File: config.mk
export PLATFORM = sky130hd
export DESIGN_NAME = dec_onehot_encoder_pipe
export DESIGN_NICKNAME = d
export VERILOG_FILES = /design/src/rtl/dec_pkg.sv /design/src/rtl/dec_grp_scan.sv /design/src/rtl/dec_onehot_encoder_pipe.sv
export SDC_FILE = /design/constraint.sdc
export NUM_CORES = 1
export LEC_CHECK = 0
export CORE_ASPECT_RATIO = 1.2
export CORE_MARGIN = 3
export CORE_UTILIZATION = 55
export CTS_BUF_LIST = sky130_fd_sc_hd__clkbuf_4 sky130_fd_sc_hd__clkbuf_8
export DETAILED_ROUTE_END_ITERATION = 12
export PLACE_DENSITY = 0.89
export SYNTH_ARGS = -nofsm -noshare
export SYNTH_HDL_FRONTEND = slang
export SYNTH_SLANG_ARGS = --single-unit
File: constraint.sdc
create_clock -name clk -period 6.52 [get_ports clk]
set_input_delay 0.652 -clock clk [delete_from_list [all_inputs] [get_ports clk]]
set_output_delay 0.652 -clock clk [all_outputs]
set_load 0.05 [all_outputs]
File: src/rtl/dec_pkg.sv
// Shared sizing and the per-group scan record for the one-hot encoder pipe.
package dec_pkg;

    localparam int unsigned N_IN   = 256;
    localparam int unsigned IDX_W  = 8;
    localparam int unsigned GRP_W  = 16;
    localparam int unsigned CNT_W  = 16;
    localparam int unsigned N_GRP  = N_IN / GRP_W;
    localparam int unsigned LIDX_W = $clog2(GRP_W);

    typedef struct packed {
        logic              any;
        logic              multi;
        logic [LIDX_W-1:0] lidx;
    } grp_info_t;

endpackage

File: src/rtl/dec_grp_scan.sv
// Combinational scan of one group: any bit set, two or more set, lowest set index.
module dec_grp_scan #(
    parameter int unsigned GRP_W  = 16,
    parameter int unsigned LIDX_W = $clog2(GRP_W)
) (
    input  logic [GRP_W-1:0]  grp,
    output logic              any,
    output logic              multi,
    output logic [LIDX_W-1:0] lidx
);

    always_comb begin
        any   = |grp;
        // Clearing the lowest set bit leaves something only if two or more were set.
        multi = |(grp & (grp - GRP_W'(1)));
        lidx  = '0;
        for (int unsigned i = GRP_W; i > 0; i--) begin
            if (grp[i-1]) begin
                lidx = LIDX_W'(i - 1);
            end
        end
    end

endmodule

File: src/rtl/dec_onehot_encoder_pipe.sv
// Two-stage valid/ready pipe recovering the index of a one-hot word, with zero/multi-hot flags
// and saturating transfer/error counters.
module dec_onehot_encoder_pipe #(
    parameter int unsigned N_IN  = dec_pkg::N_IN,
    parameter int unsigned IDX_W = dec_pkg::IDX_W,
    parameter int unsigned GRP_W = dec_pkg::GRP_W,
    parameter int unsigned CNT_W = dec_pkg::CNT_W
) (
    input  logic             clk,
    input  logic             rst_n,
    input  logic             in_valid,
    output logic             in_ready,
    input  logic [N_IN-1:0]  in_vec,
    output logic             out_valid,
    input  logic             out_ready,
    output logic [IDX_W-1:0] out_idx,
    output logic             out_zero,
    output logic             out_multi,
    input  logic             clr_cnt,
    output logic [CNT_W-1:0] xfer_cnt,
    output logic [CNT_W-1:0] err_cnt
);

    import dec_pkg::*;

    localparam int unsigned NG = N_IN / GRP_W;
    localparam int unsigned GW = IDX_W - LIDX_W;

    grp_info_t scan_info [NG];
    grp_info_t s1_info   [NG];
    logic      s1_valid;
    logic      s2_valid;
    logic      s1_adv;
    logic      s2_adv;

    logic              hit;
    logic              multi_grp;
    logic [GW-1:0]     g_sel;
    logic [LIDX_W-1:0] l_sel;
    logic              m_sel;

    logic              xfer;

    assign s2_adv    = !s2_valid || out_ready;
    assign s1_adv    = !s1_valid || s2_adv;
    assign in_ready  = s1_adv;
    assign out_valid = s2_valid;
    assign xfer      = s2_valid && out_ready;

    for (genvar g = 0; g < NG; g++) begin : g_scan
        dec_grp_scan #(
            .GRP_W  (GRP_W),
            .LIDX_W (LIDX_W)
        ) u_scan (
            .grp   (in_vec[g*GRP_W +: GRP_W]),
            .any   (scan_info[g].any),
            .multi (scan_info[g].multi),
            .lidx  (scan_info[g].lidx)
        );
    end

    always_ff @(posedge clk or negedge rst_n) begin
        if (!rst_n) begin
            s1_valid <= 1'b0;
            for (int unsigned i = 0; i < NG; i++) begin
                s1_info[i] <= '0;
            end
        end else if (s1_adv) begin
            s1_valid <= in_valid;
            if (in_valid) begin
                s1_info <= scan_info;
            end
        end
    end

    // Lowest occupied group supplies the index; a second occupied group makes the word multi-hot.
    always_comb begin
        hit       = 1'b0;
        multi_grp = 1'b0;
        g_sel     = '0;
        l_sel     = '0;
        m_sel     = 1'b0;
        for (int unsigned i = 0; i < NG; i++) begin
            if (s1_info[i].any) begin
                if (hit) begin
                    multi_grp = 1'b1;
                end else begin
                    hit   = 1'b1;
                    g_sel = GW'(i);
                    l_sel = s1_info[i].lidx;
                    m_sel = s1_info[i].multi;
                end
            end
        end
    end

    always_ff @(posedge clk or negedge rst_n) begin
        if (!rst_n) begin
            s2_valid  <= 1'b0;
            out_idx   <= '0;
            out_zero  <= 1'b0;
            out_multi <= 1'b0;
        end else if (s2_adv) begin
            s2_valid <= s1_valid;
            if (s1_valid) begin
                out_idx   <= {g_sel, l_sel};
                out_zero  <= !hit;
                out_multi <= m_sel || multi_grp;
            end
        end
    end

    always_ff @(posedge clk or negedge rst_n) begin
        if (!rst_n) begin
            xfer_cnt <= '0;
            err_cnt  <= '0;
        end else if (clr_cnt) begin
            xfer_cnt <= '0;
            err_cnt  <= '0;
        end else if (xfer) begin
            if (xfer_cnt != '1) begin
                xfer_cnt <= xfer_cnt + CNT_W'(1);
            end
            if ((out_zero || out_multi) && (err_cnt != '1)) begin
                err_cnt <= err_cnt + CNT_W'(1);
            end
        end
    end

endmodule

==> flow_summary_export.csv, run 1 <==
group,metric,value,unit
timing,finalHoldViolations,0,
synthesis,synth_nets,1779,
layout,area_growth,31.96,%
pwr,max-vdd-ir-drop,0.1231,mV
job,cap_violations,0,
cts,post_cts_resized,0,
pwr,switchingPower,744.2,uW
placement,io_buffers,304,
layout,num-nets-final,2056,
detailed_routing,drc,0,
synthesis,synth_top_area_share,31.04,%
pwr,power.density,153.7,nW/um^2
detailed_routing,dr.pass1.iters,6,
synthesis,synth-warning-count,0,
synthesis,ys_ff_latch,140,
synthesis,synth_edf_count,0,
synthesis,synth_async_sr_flop_share,100.0,%
setup_path,timing.rr.end,"out_multi$_DFFE_PN0P_",
layout,drive_gt1_share,3.654,%
global_routing,globalRouteOverflowTotal,0,
pwr,p_seq_share,42.0,%
outcome,status,"completed",
synthesis,synth.avg_cell_area,7.445,um^2
global_routing,track_usage,32.01,%
layout,diodes,0,
detailed_routing,viasPerCell,6.410,
cts,cts_tree,"built",
detailed_routing,final_antenna_net_count,0,
global_routing,grt_pass1_vias,12510,
cts,postCtsSetupBuffers,0,
timing,tightest_slew,0.8634,ns
global_routing,grt_pass1_wl,59540,um
floorplanning,die_y,162.9,um
pwr,leakagePower,5.372,nW
synthesis,ys_seq_area_share,31.04,%
timing,drv_slew,0,
floorplanning,initial_utilization,56.92,%
floorplanning,fp.coreArea,19830,um^2
floorplanning,dieArea,22280,um^2
synthesis,synth_area_leaders,"dfrtp_1 (31%), nor2_1 (7.3%), a21oi_1 (5.7%)",
cts,ctsHoldBuffers,0,
cts,path_clk_slew,0.09,ns
setup_path,reg2reg_slack,3.71,ns
setup_path,reg2reg_depth,6,
layout,mostFrequentLayoutCells,"clkdlybuf4s50_1 (303), nor2_1 (221), nand2_1 (164)",
timing,fin_crit,3.004,ns
synthesis,yosysTopAreaCell,"dfrtp_1",
layout,layout_commonest_cell,"clkdlybuf4s50_1",
hold_path,hold_class,"input port to asynchronous set/reset pin",
timing,finalSetupViolCount,0,
cts,htreeDepth,4,
floorplanning,num_rows,56,
detailed_routing,wirelength,36280,um
detailed_routing,drt_iter0_markers,1085,
synthesis,ys_types,70,
setup_path,path_max_fanout,7,
floorplanning,die_x,136.8,um
floorplanning,boundaryPins,305,
setup_path,critical_path_class,"input port to primary output",
timing,slew-limit-headroom,41.91,%
synthesis,synthFlopType,"dfrtp_1",
setup_path,cp.required,5.87,ns
setup_path,crit_arrival,2.35,ns
cts,clk_latency,0.46,ns
pwr,intPower,1.544,mW
pwr,p_sw_share,32.52,%
timing,tns,0,ns
pwr,clockPowerShare,30.8,%
layout,fillerInstances,1568,
synthesis,syn-cell-area,11290,um^2
global_routing,grt_max_degree,80,
pwr,power,2.289,mW
timing,finalHoldWorstSlack,0.2045,ns
cts,clockBufferDepth,2,
timing,clock_skew,0.01156,ns
timing,fin_crit_sh,46.08,%
setup_path,start_kind,"input port",
timing,rsz0062_at_grt,"false",
setup_path,r2r-start,"s1_info[95]$_DFFE_PN0P_",
placement,post-dp-hpwl,27950,um
placement,globalplace.congestion,0.8963,
cts,cts_root_buffer,"clkbuf_8",
timing,max_clock_freq,332.8,MHz
global_routing,antenna_found_initial,0,
pwr,p_comb_share,27.2,%
cts,cts_sinks,140,
detailed_routing,vias,13250,
setup_path,crit_path_end_kind,"primary output",
synthesis,syn-instance-count,1516,
cts,cts_buffers,17,
detailed_routing,wl_per_cell,17.55,um
-- power by group through the flow --
| stage | Sequential (mW) | Clock, mW | Combinational (mW) |
|---|---|---|---|
| floorplan | 0.992 | 0 | 0.251 |
| global placement | 0.976 | 0 | 0.601 |
| detailed placement | 0.976 | 0 | 0.613 |
| CTS | 0.960 | 0.713 | 0.617 |
| global route | 0.967 | 0.753 | 0.677 |
| finish | 0.961 | 0.705 | 0.622 |
-- worst max-delay path by stage --
| stage | from | end | depth (start not counted) |
|---|---|---|---|
| global placement | out_ready | s1_info[22]$_DFFE_PN0P_ | 8 |
| detailed placement | out_ready | s1_info[22]$_DFFE_PN0P_ | 8 |
| global route | out_ready | s1_info[22]$_DFFE_PN0P_ | 8 |
| finish | out_ready | in_ready | 3 |
| floorplan | in_vec[64] | s1_info[70]$_DFFE_PN0P_ | 7 |
| CTS | out_ready | in_ready | 3 |
-- cell type report --
type	instances	area [um^2]	area share, %
Sequential cell	140	3503	23.52
Inverter	57	214.0	1.436
Tap cell	261	326.6	2.193
Multi-Input combinational cell	1269	7382	49.56
Timing Repair Buffer	308	3074	20.64
Clock buffer	19	249.0	1.672
Clock inverter	13	145.1	0.9745
-- cell families (layout without fill, tap and decap cells) --
family | Yosys count | in the layout | share of synthesized area, %
AO/OA/AOI/OAI | 502 | 502 | 29.93
XOR/XNOR | 28 | 28 | 2.173
multiplexers | 5 | 5 | 0.4434
AND/OR/NAND/NOR | 699 | 699 | 29.63
adder cells (fa/ha/maj) | 35 | 35 | 3.148
flip-flops | 140 | 140 | 31.04
buffers and inverters | 107 | 397 | 3.636
-- flip-flops by register name, summed over array words and instances (netlist names) --
signal / flops
out_idx: 8
out_valid: 1
err_cnt: 16
xfer_cnt: 16
s1_info: 96
s1_valid: 1
out_zero: 1
out_multi: 1
-- routing by layer --
layer | up-vias | track usage, % | wire (um)
met5 | - | 0 | 0
met4 | 0 | 12.16 | 994
met3 | 93 | 5.439 | 2680
met2 | 589 | 55.49 | 18190
met1 | 6248 | 39.66 | 14410
li1 | 6320 | - | -
-- cells in the mapped netlist (6+ instances only) --
| master | n |
|---|---|
| clkbuf_1 | 44 |
| or3_1 | 28 |
| o311ai_0 | 7 |
| nand4_1 | 18 |
| nor2_1 | 221 |
| o31ai_1 | 47 |
| o2111ai_1 | 6 |
| or2_2 | 16 |
| o41ai_1 | 18 |
| nand2b_1 | 24 |
| o21ai_0 | 80 |
| o21bai_1 | 15 |
| a211o_1 | 6 |
| a211oi_1 | 37 |
| a31oi_1 | 20 |
| o21a_1 | 12 |
| a21oi_1 | 129 |
| o32ai_1 | 9 |
| o22ai_1 | 21 |
| nand3_1 | 35 |
| o211ai_1 | 6 |
| dfrtp_1 | 140 |
| maj3_1 | 33 |
| nor2b_1 | 18 |
| a2111oi_0 | 14 |
| a221oi_1 | 6 |
| and3_1 | 9 |
| inv_1 | 57 |
| o32a_1 | 8 |
| nand2_1 | 165 |
| a22oi_1 | 8 |
| or4_1 | 13 |
| nor3_1 | 78 |
| o221ai_1 | 7 |
| nor4_1 | 39 |
| xor2_1 | 12 |
| xnor2_1 | 16 |
| nor3b_1 | 11 |
-- metrics by stage --
stage	instance area, um^2	setup WS [ns]	instances	util, %
after floorplan	11290	3.969	1516	-
after global placement	14500	3.279	2035	73.13
after detailed placement	14500	3.201	2035	73.13
after CTS	14890	3.543	2067	75.11
after global routing	14890	3.421	2067	75.11
final	14890	3.516	2067	75.11
-- critical path, stage by stage --
cell	delay, ns
clkdlybuf4s50_1	0.58
nand3b_1	0.24
clkdlybuf4s50_1	0.87
Note: power is estimated with default switching activity, not from simulation.
==> inputs of run 2 (changes only) <==
--- a/config.mk
+++ b/config.mk
@@ -7,10 +7,10 @@
 export LEC_CHECK = 0
 export CORE_ASPECT_RATIO = 1.2
 export CORE_MARGIN = 3
-export CORE_UTILIZATION = 55
+export CORE_UTILIZATION = 51
 export CTS_BUF_LIST = sky130_fd_sc_hd__clkbuf_4 sky130_fd_sc_hd__clkbuf_8
 export DETAILED_ROUTE_END_ITERATION = 12
-export PLACE_DENSITY = 0.89
+export PLACE_DENSITY = 0.84
 export SYNTH_ARGS = -nofsm -noshare
 export SYNTH_HDL_FRONTEND = slang
 export SYNTH_SLANG_ARGS = --single-unit
==> constraint.sdc (replaced) <==
create_clock -name clk -period 2.8 [get_ports clk]
set_input_delay 0.28 -clock clk [delete_from_list [all_inputs] [get_ports clk]]
set_output_delay 0.28 -clock clk [all_outputs]
set_load 0.05 [all_outputs]
==> run 2 against run 1 <==
Sequential power increased by 130%. Core utilization decreased by 4.8 points. Combinational power increased by 150%. Die area increased by 7.5%. Global-route usage decreased by 2.4 points.
==> flow_summary_export.csv, run 2 (same netlist as run 1, synthesis figures left out) <==
group,metric,value,unit
pwr,p_sw_share,33.01,%
job,cap_violations,0,
timing,finalSetupViolCount,0,
pwr,p_seq_share,40.7,%
setup_path,timing.rr.end,"out_idx[2]$_DFFE_PN0P_",
setup_path,reg2reg_depth,6,
floorplanning,initial_utilization,52.01,%
global_routing,grt_pass1_vias,12540,
layout,largest_reg_flops,96,
pwr,max-vdd-ir-drop,0.3248,mV
floorplanning,die_y,169.0,um
layout,num-nets-final,2097,
pwr,leakagePower,5.600,nW
placement,post-dp-hpwl,29100,um
floorplanning,dieArea,23960,um^2
timing,finalHoldWorstSlack,0.3371,ns
layout,diodes,0,
timing,tightest_slew,0.6643,ns
pwr,p_comb_share,28.1,%
timing,fin_crit_sh,86.49,%
cts,clockBufferDepth,2,
setup_path,reg2reg_slack,0.39,ns
setup_path,cpPeakStageDelay,0.87,ns
hold_path,hold_class,"input port to asynchronous set/reset pin",
pwr,intPower,3.643,mW
layout,fillerInstances,1843,
setup_path,critical_path_class,"register to primary output",
setup_path,start_kind,"register",
global_routing,globalRouteOverflowTotal,0,
detailed_routing,dr.pass1.iters,5,
layout,area_growth,35.24,%
setup_path,cp_slowest_cell,"clkdlybuf4s50_1",
timing,clock_skew,0.01566,ns
outcome,status,"completed",
setup_path,cp.required,2.52,ns
detailed_routing,wl_per_cell,17.34,um
cts,cts_root_buffer,"clkbuf_8",
cts,htreeDepth,4,
pwr,clockPowerShare,31.2,%
setup_path,path_cells,"nand3b_1, clkdlybuf4s50_1",
setup_path,crit_path_end_kind,"primary output",
detailed_routing,vias,13160,
cts,path_clk_slew,0.09,ns
timing,rsz0062_at_grt,"false",
setup_path,path_max_fanout,8,
cts,ctsHoldBuffers,1,
layout,final_util,70.33,%
global_routing,grt_pass1_wl,58950,um
cts,cts_buffers,17,
timing,finalHoldViolations,0,
setup_path,r2r-start,"s1_info[77]$_DFFE_PN0P_",
detailed_routing,drc,0,
layout,mostFrequentLayoutCells,"clkdlybuf4s50_1 (303), nor2_1 (221), nand2_1 (164)",
floorplanning,num_rows,59,
cts,cts_sinks,140,
layout,reg_top3,"s1_info (96), err_cnt (16), xfer_cnt (16)",
detailed_routing,final_antenna_net_count,0,
global_routing,grt_max_degree,60,
layout,drive_gt1_share,5.739,%
cts,clk_latency,0.47,ns
timing,drv_slew,0,
cts,cts_tree,"built",
cts,postCtsSetupBuffers,0,
global_routing,track_usage,29.59,%
floorplanning,fp.coreArea,21700,um^2
detailed_routing,wirelength,36790,um
cts,post_cts_resized,0,
pwr,power.density,356.3,nW/um^2
timing,slew-limit-headroom,55.30,%
global_routing,antenna_found_initial,0,
timing,tns,0,ns
layout,layout_commonest_cell,"clkdlybuf4s50_1",
detailed_routing,drt_iter0_markers,759,
floorplanning,boundaryPins,305,
placement,globalplace.congestion,0.9445,
detailed_routing,viasPerCell,6.202,
timing,max_clock_freq,412.9,MHz
pwr,switchingPower,1.795,mW
placement,io_buffers,304,
layout,largest_register,"s1_info",
timing,fin_crit,2.422,ns
setup_path,crit_arrival,2.14,ns
floorplanning,die_x,141.8,um
[run 2: worst max-delay path by stage]
stage                                         end  slack, ns                    start  cells after the start
after global placement    s1_info[70]$_DFFE_PN0P_       0.13               in_vec[66]                      7
after global routing        out_multi$_DFFE_PN0P_       0.30  s1_info[77]$_DFFE_PN0P_                      6
final                                    in_ready       0.38    out_valid$_DFFE_PN0P_                      2
after floorplan           s1_info[29]$_DFFE_PN0P_       0.29    out_valid$_DFFE_PN0P_                      6
after detailed placement  s1_info[70]$_DFFE_PN0P_       0.06               in_vec[66]                      7
after CTS                                in_ready       0.36    out_valid$_DFFE_PN0P_                      2
[run 2: area by class of cell]
class	instances	area (um^2)	area share, %
well taps	274	342.8	2.246
inverters	57	214.0	1.402
repair buffers	349	3422	22.42
clock inverters	14	158.9	1.041
multi-input cells	1269	7382	48.36
flip-flops and latches	140	3503	22.95
clock buffers	18	241.5	1.582
[run 2: through the flow]
step,power [mW],worst slack (ns),area (um^2),instances
after global routing,5.692,0.3047,15260,2121
after floorplan,2.892,0.2892,11290,1516
final,5.438,0.3783,15260,2121
after detailed placement,3.761,0.05553,14850,2088
after CTS,5.439,0.3562,15260,2121
after global placement,3.737,0.1288,14850,2088
[run 2: power groups by stage]
| stage | clock, mW | sequential [mW] | combinational [mW] |
|---|---|---|---|
| 6_report | 1.70 | 2.21 | 1.53 |
| 5_1_grt | 1.81 | 2.22 | 1.66 |
| 4_1_cts | 1.71 | 2.21 | 1.52 |
| 3_5_place_dp | 0 | 2.25 | 1.51 |
| 3_3_place_gp | 0 | 2.25 | 1.49 |
| 2_1_floorplan | 0 | 2.31 | 0.584 |
[run 2: critical path: cells and delay by family (launching register included)]
family | cells | cell delay, ns
flops | 1 | 0.49
simple gates | 1 | 0.31
buf+inv | 1 | 0.87
[run 2: per-layer routing]
layer	GRT usage (%)	routed length, um	vias up
li1	-	-	6399
met1	36.94	14790	6181
met2	52.93	18790	517
met3	5.114	2597	58
met4	7.304	617	0
met5	0	0	-
==> inputs of run 3 (changes only) <==
--- a/config.mk
+++ b/config.mk
@@ -5,12 +5,13 @@
 export SDC_FILE = /design/constraint.sdc
 export NUM_CORES = 1
 export LEC_CHECK = 0
+export CAP_MARGIN = 20
 export CORE_ASPECT_RATIO = 1.2
-export CORE_MARGIN = 3
-export CORE_UTILIZATION = 51
+export CORE_UTILIZATION = 52
 export CTS_BUF_LIST = sky130_fd_sc_hd__clkbuf_4 sky130_fd_sc_hd__clkbuf_8
 export DETAILED_ROUTE_END_ITERATION = 12
 export PLACE_DENSITY = 0.84
 export SYNTH_ARGS = -nofsm -noshare
 export SYNTH_HDL_FRONTEND = slang
+export SYNTH_HIERARCHICAL = 1
 export SYNTH_SLANG_ARGS = --single-unit
==> run 3 against run 2 <==
Register-to-register slack worse by 0.15 ns. Synthesized cell count down 3.5%. Critical path depth up 4. First-iteration DRC count up 18%. Setup slack worse by 0.14 ns. Global-route usage down 0.80 points. Die area down 1.4%. Sequential power about the same. Non-clock buffer count down 25. Clock power down 4%. Design area up 3.6%. Largest power group unchanged.
==> flow_summary_export.csv, run 3 <==
group,metric,value,unit
global_routing,grt_pass1_vias,11910,
timing,tightest_slew,0.7616,ns
synthesis,ys_types,60,
layout,largest_register,"s1_info",
cts,htreeDepth,4,
detailed_routing,vias,12650,
pwr,leakagePower,5.805,nW
floorplanning,num_rows,60,
placement,io_buffers,304,
synthesis,synth_nets,1726,
cts,cts_root_buffer,"clkbuf_8",
synthesis,synth_edf_count,0,
setup_path,cp.required,3.10,ns
synthesis,synthFlopType,"dfrtp_1",
layout,final_area,15820,um^2
timing,rsz0062_at_grt,"false",
layout,mostFrequentLayoutCells,"clkdlybuf4s50_1 (303), nor2_1 (248), dfrtp_1 (140)",
setup_path,crit_start,"s1_info[89]$_DFFE_PN0P_",
cts,path_clk_slew,0.08,ns
setup_path,crit_path_end_kind,"register",
synthesis,synth_async_sr_flop_share,100.0,%
setup_path,reg2reg_slack,0.24,ns
floorplanning,boundaryPins,305,
synthesis,ys_ff_latch,140,
detailed_routing,viasPerCell,6.122,
placement,dpl_cell_area,15410,um^2
layout,multi_input_area,8070,um^2
layout,reg_top3,"s1_info (96), err_cnt (16), xfer_cnt (16)",
pwr,max-vdd-ir-drop,0.2747,mV
timing,finalHoldViolations,0,
job,cap_violations,0,
setup_path,crit_arrival,2.86,ns
synthesis,syn-instance-count,1463,
setup_path,critical_path_class,"register to register",
synthesis,synth-warning-count,6,
timing,finalHoldWorstSlack,0.4146,ns
detailed_routing,wirelength,34460,um
detailed_routing,dr.pass1.iters,7,
setup_path,start_kind,"register",
placement,post-dp-hpwl,27330,um
layout,largest_reg_flops,96,
detailed_routing,drt_iter0_markers,893,
global_routing,grt_pass1_wl,56050,um
synthesis,yosysTopAreaCell,"dfrtp_1",
floorplanning,initial_utilization,53.14,%
floorplanning,fp.coreArea,22520,um^2
synthesis,yosysMostFrequentCell,"nor2_1",
timing,max_clock_freq,390.4,MHz
timing,drv_slew,0,
timing,fin_crit,2.562,ns
setup_path,r2r-start,"s1_info[89]$_DFFE_PN0P_",
setup_path,timing.rr.end,"out_idx[0]$_DFFE_PN0P_",
cts,cts_sinks,140,
timing,finalSetupViolCount,0,
cts,cts_buffers,17,
placement,place_inst,2035,
outcome,status,"completed",
setup_path,path_max_fanout,8,
synthesis,syn-cell-area,11970,um^2
cts,clockBufferDepth,2,
layout,fillerInstances,1850,
detailed_routing,drc,0,
timing,tns,0,ns
cts,postCtsSetupBuffers,0,
floorplanning,die_y,168.2,um
floorplanning,die_x,140.5,um
synthesis,synth.avg_cell_area,8.181,um^2
hold_path,hold_class,"input port to asynchronous set/reset pin",
synthesis,synth_area_leaders,"dfrtp_1 (29%), mux2_2 (9.0%), nor2_1 (7.8%)",
layout,fin_cells,2067,
setup_path,reg2reg_depth,6,
timing,clock_skew,0.01571,ns
global_routing,grt_max_degree,72,
floorplanning,dieArea,23630,um^2
cts,cts_tree,"built",
global_routing,globalRouteOverflowTotal,0,
detailed_routing,final_antenna_net_count,0,
layout,num-nets-final,2039,
cts,post_cts_resized,0,
detailed_routing,wl_per_cell,16.67,um
layout,layout_commonest_cell,"clkdlybuf4s50_1",
global_routing,antenna_found_initial,0,
timing,slew-limit-headroom,49.04,%
pwr,power.density,331.0,nW/um^2
layout,seqCellArea,3503,um^2
timing,fin_crit_sh,91.48,%
layout,diodes,0,
layout,drive_gt1_share,14.60,%
cts,ctsHoldBuffers,1,
synthesis,synth_top_area_share,29.27,%
placement,globalplace.congestion,0.9013,
cts,clk_latency,0.43,ns
synthesis,ys_seq_area_share,29.27,%
global_routing,track_usage,28.78,%
layout,area_growth,32.19,%
synthesis,synthTopCellsByCount,"nor2_1 (248), dfrtp_1 (140), mux2_2 (96)",
run 3: cell types whose count changed in the layout (fill, tap and decap cells not counted), moves of 24 or more:
cell,change
mux2_2,+96
nand2_1,-72
a21oi_1,-48
or4_4,+34
a211oi_1,+28
o31ai_1,-28
nor2_1,+27
buf_4,-24
run 3: critical path, cell delays in order (launching register included):
cell	delay [ns]
dfrtp_1	0.44
or4_1	0.61
or3_1	0.50
nor3_1	0.46
a22oi_1	0.21
o211ai_2	0.12
o22ai_1	0.10
run 3: cell type report:
| type | instances | area share, % |
|---|---|---|
| inverters | 74 | 1.756 |
| repair buffers | 324 | 20.36 |
| multi-input cells | 1219 | 51.01 |
| clock buffers | 25 | 1.977 |
| flip-flops and latches | 140 | 22.14 |
| well taps | 279 | 2.206 |
| clock inverters | 6 | 0.5457 |
run 3: stage by stage:
step	setup WS, ns	util [%]	power, mW
floorplan	0.07645	-	2.814
global placement	0.1879	68.43	3.587
detailed placement	0.2002	68.43	3.621
CTS	0.2752	70.25	5.260
global route	0.1184	70.25	5.480
finish	0.2385	70.25	5.236
run 3: worst max path at each step:
| stage | cells after the start | to |
|---|---|---|
| floorplan | 5 | s1_info[0]$_DFFE_PN0P_ |
| global placement | 7 | s1_info[52]$_DFFE_PN0P_ |
| detailed placement | 7 | s1_info[52]$_DFFE_PN0P_ |
| CTS | 5 | out_idx[3]$_DFFE_PN0P_ |
| global route | 6 | out_idx[0]$_DFFE_PN0P_ |
| finish | 6 | out_idx[0]$_DFFE_PN0P_ |
run 3: metal layers:
metal / vias to the layer above / share of wire [%] / global-route usage (%)
met5: - / 0 / 0
met1: 5996 / 40 / 33.54
met4: 0 / 2.3 / 9.499
met2: 421 / 52 / 53.70
li1: 6183 / - / -
met3: 54 / 5.4 / 4.238
run 3: where the power goes:
group          internal [mW]  switching (mW)  total (mW)
registers               2.12          0.0756        2.20
clock network          0.907           0.732        1.64
logic                  0.679           0.720        1.40
total                   3.71            1.53        5.24
run 3: cells by family (layout without fill, tap and decap cells):
| group | after synthesis | count (layout) | share of synthesized area, % |
|---|---|---|---|
| multiplexers | 98 | 98 | 9.199 |
| buffers and inverters | 104 | 429 | 3.366 |
| flip-flops | 140 | 140 | 29.27 |
| adder cells (fa/ha/maj) | 19 | 19 | 1.631 |
| AND/OR/NAND/NOR | 612 | 612 | 27.49 |
| XOR/XNOR | 26 | 26 | 1.903 |
| AO/OA/AOI/OAI | 464 | 464 | 27.14 |
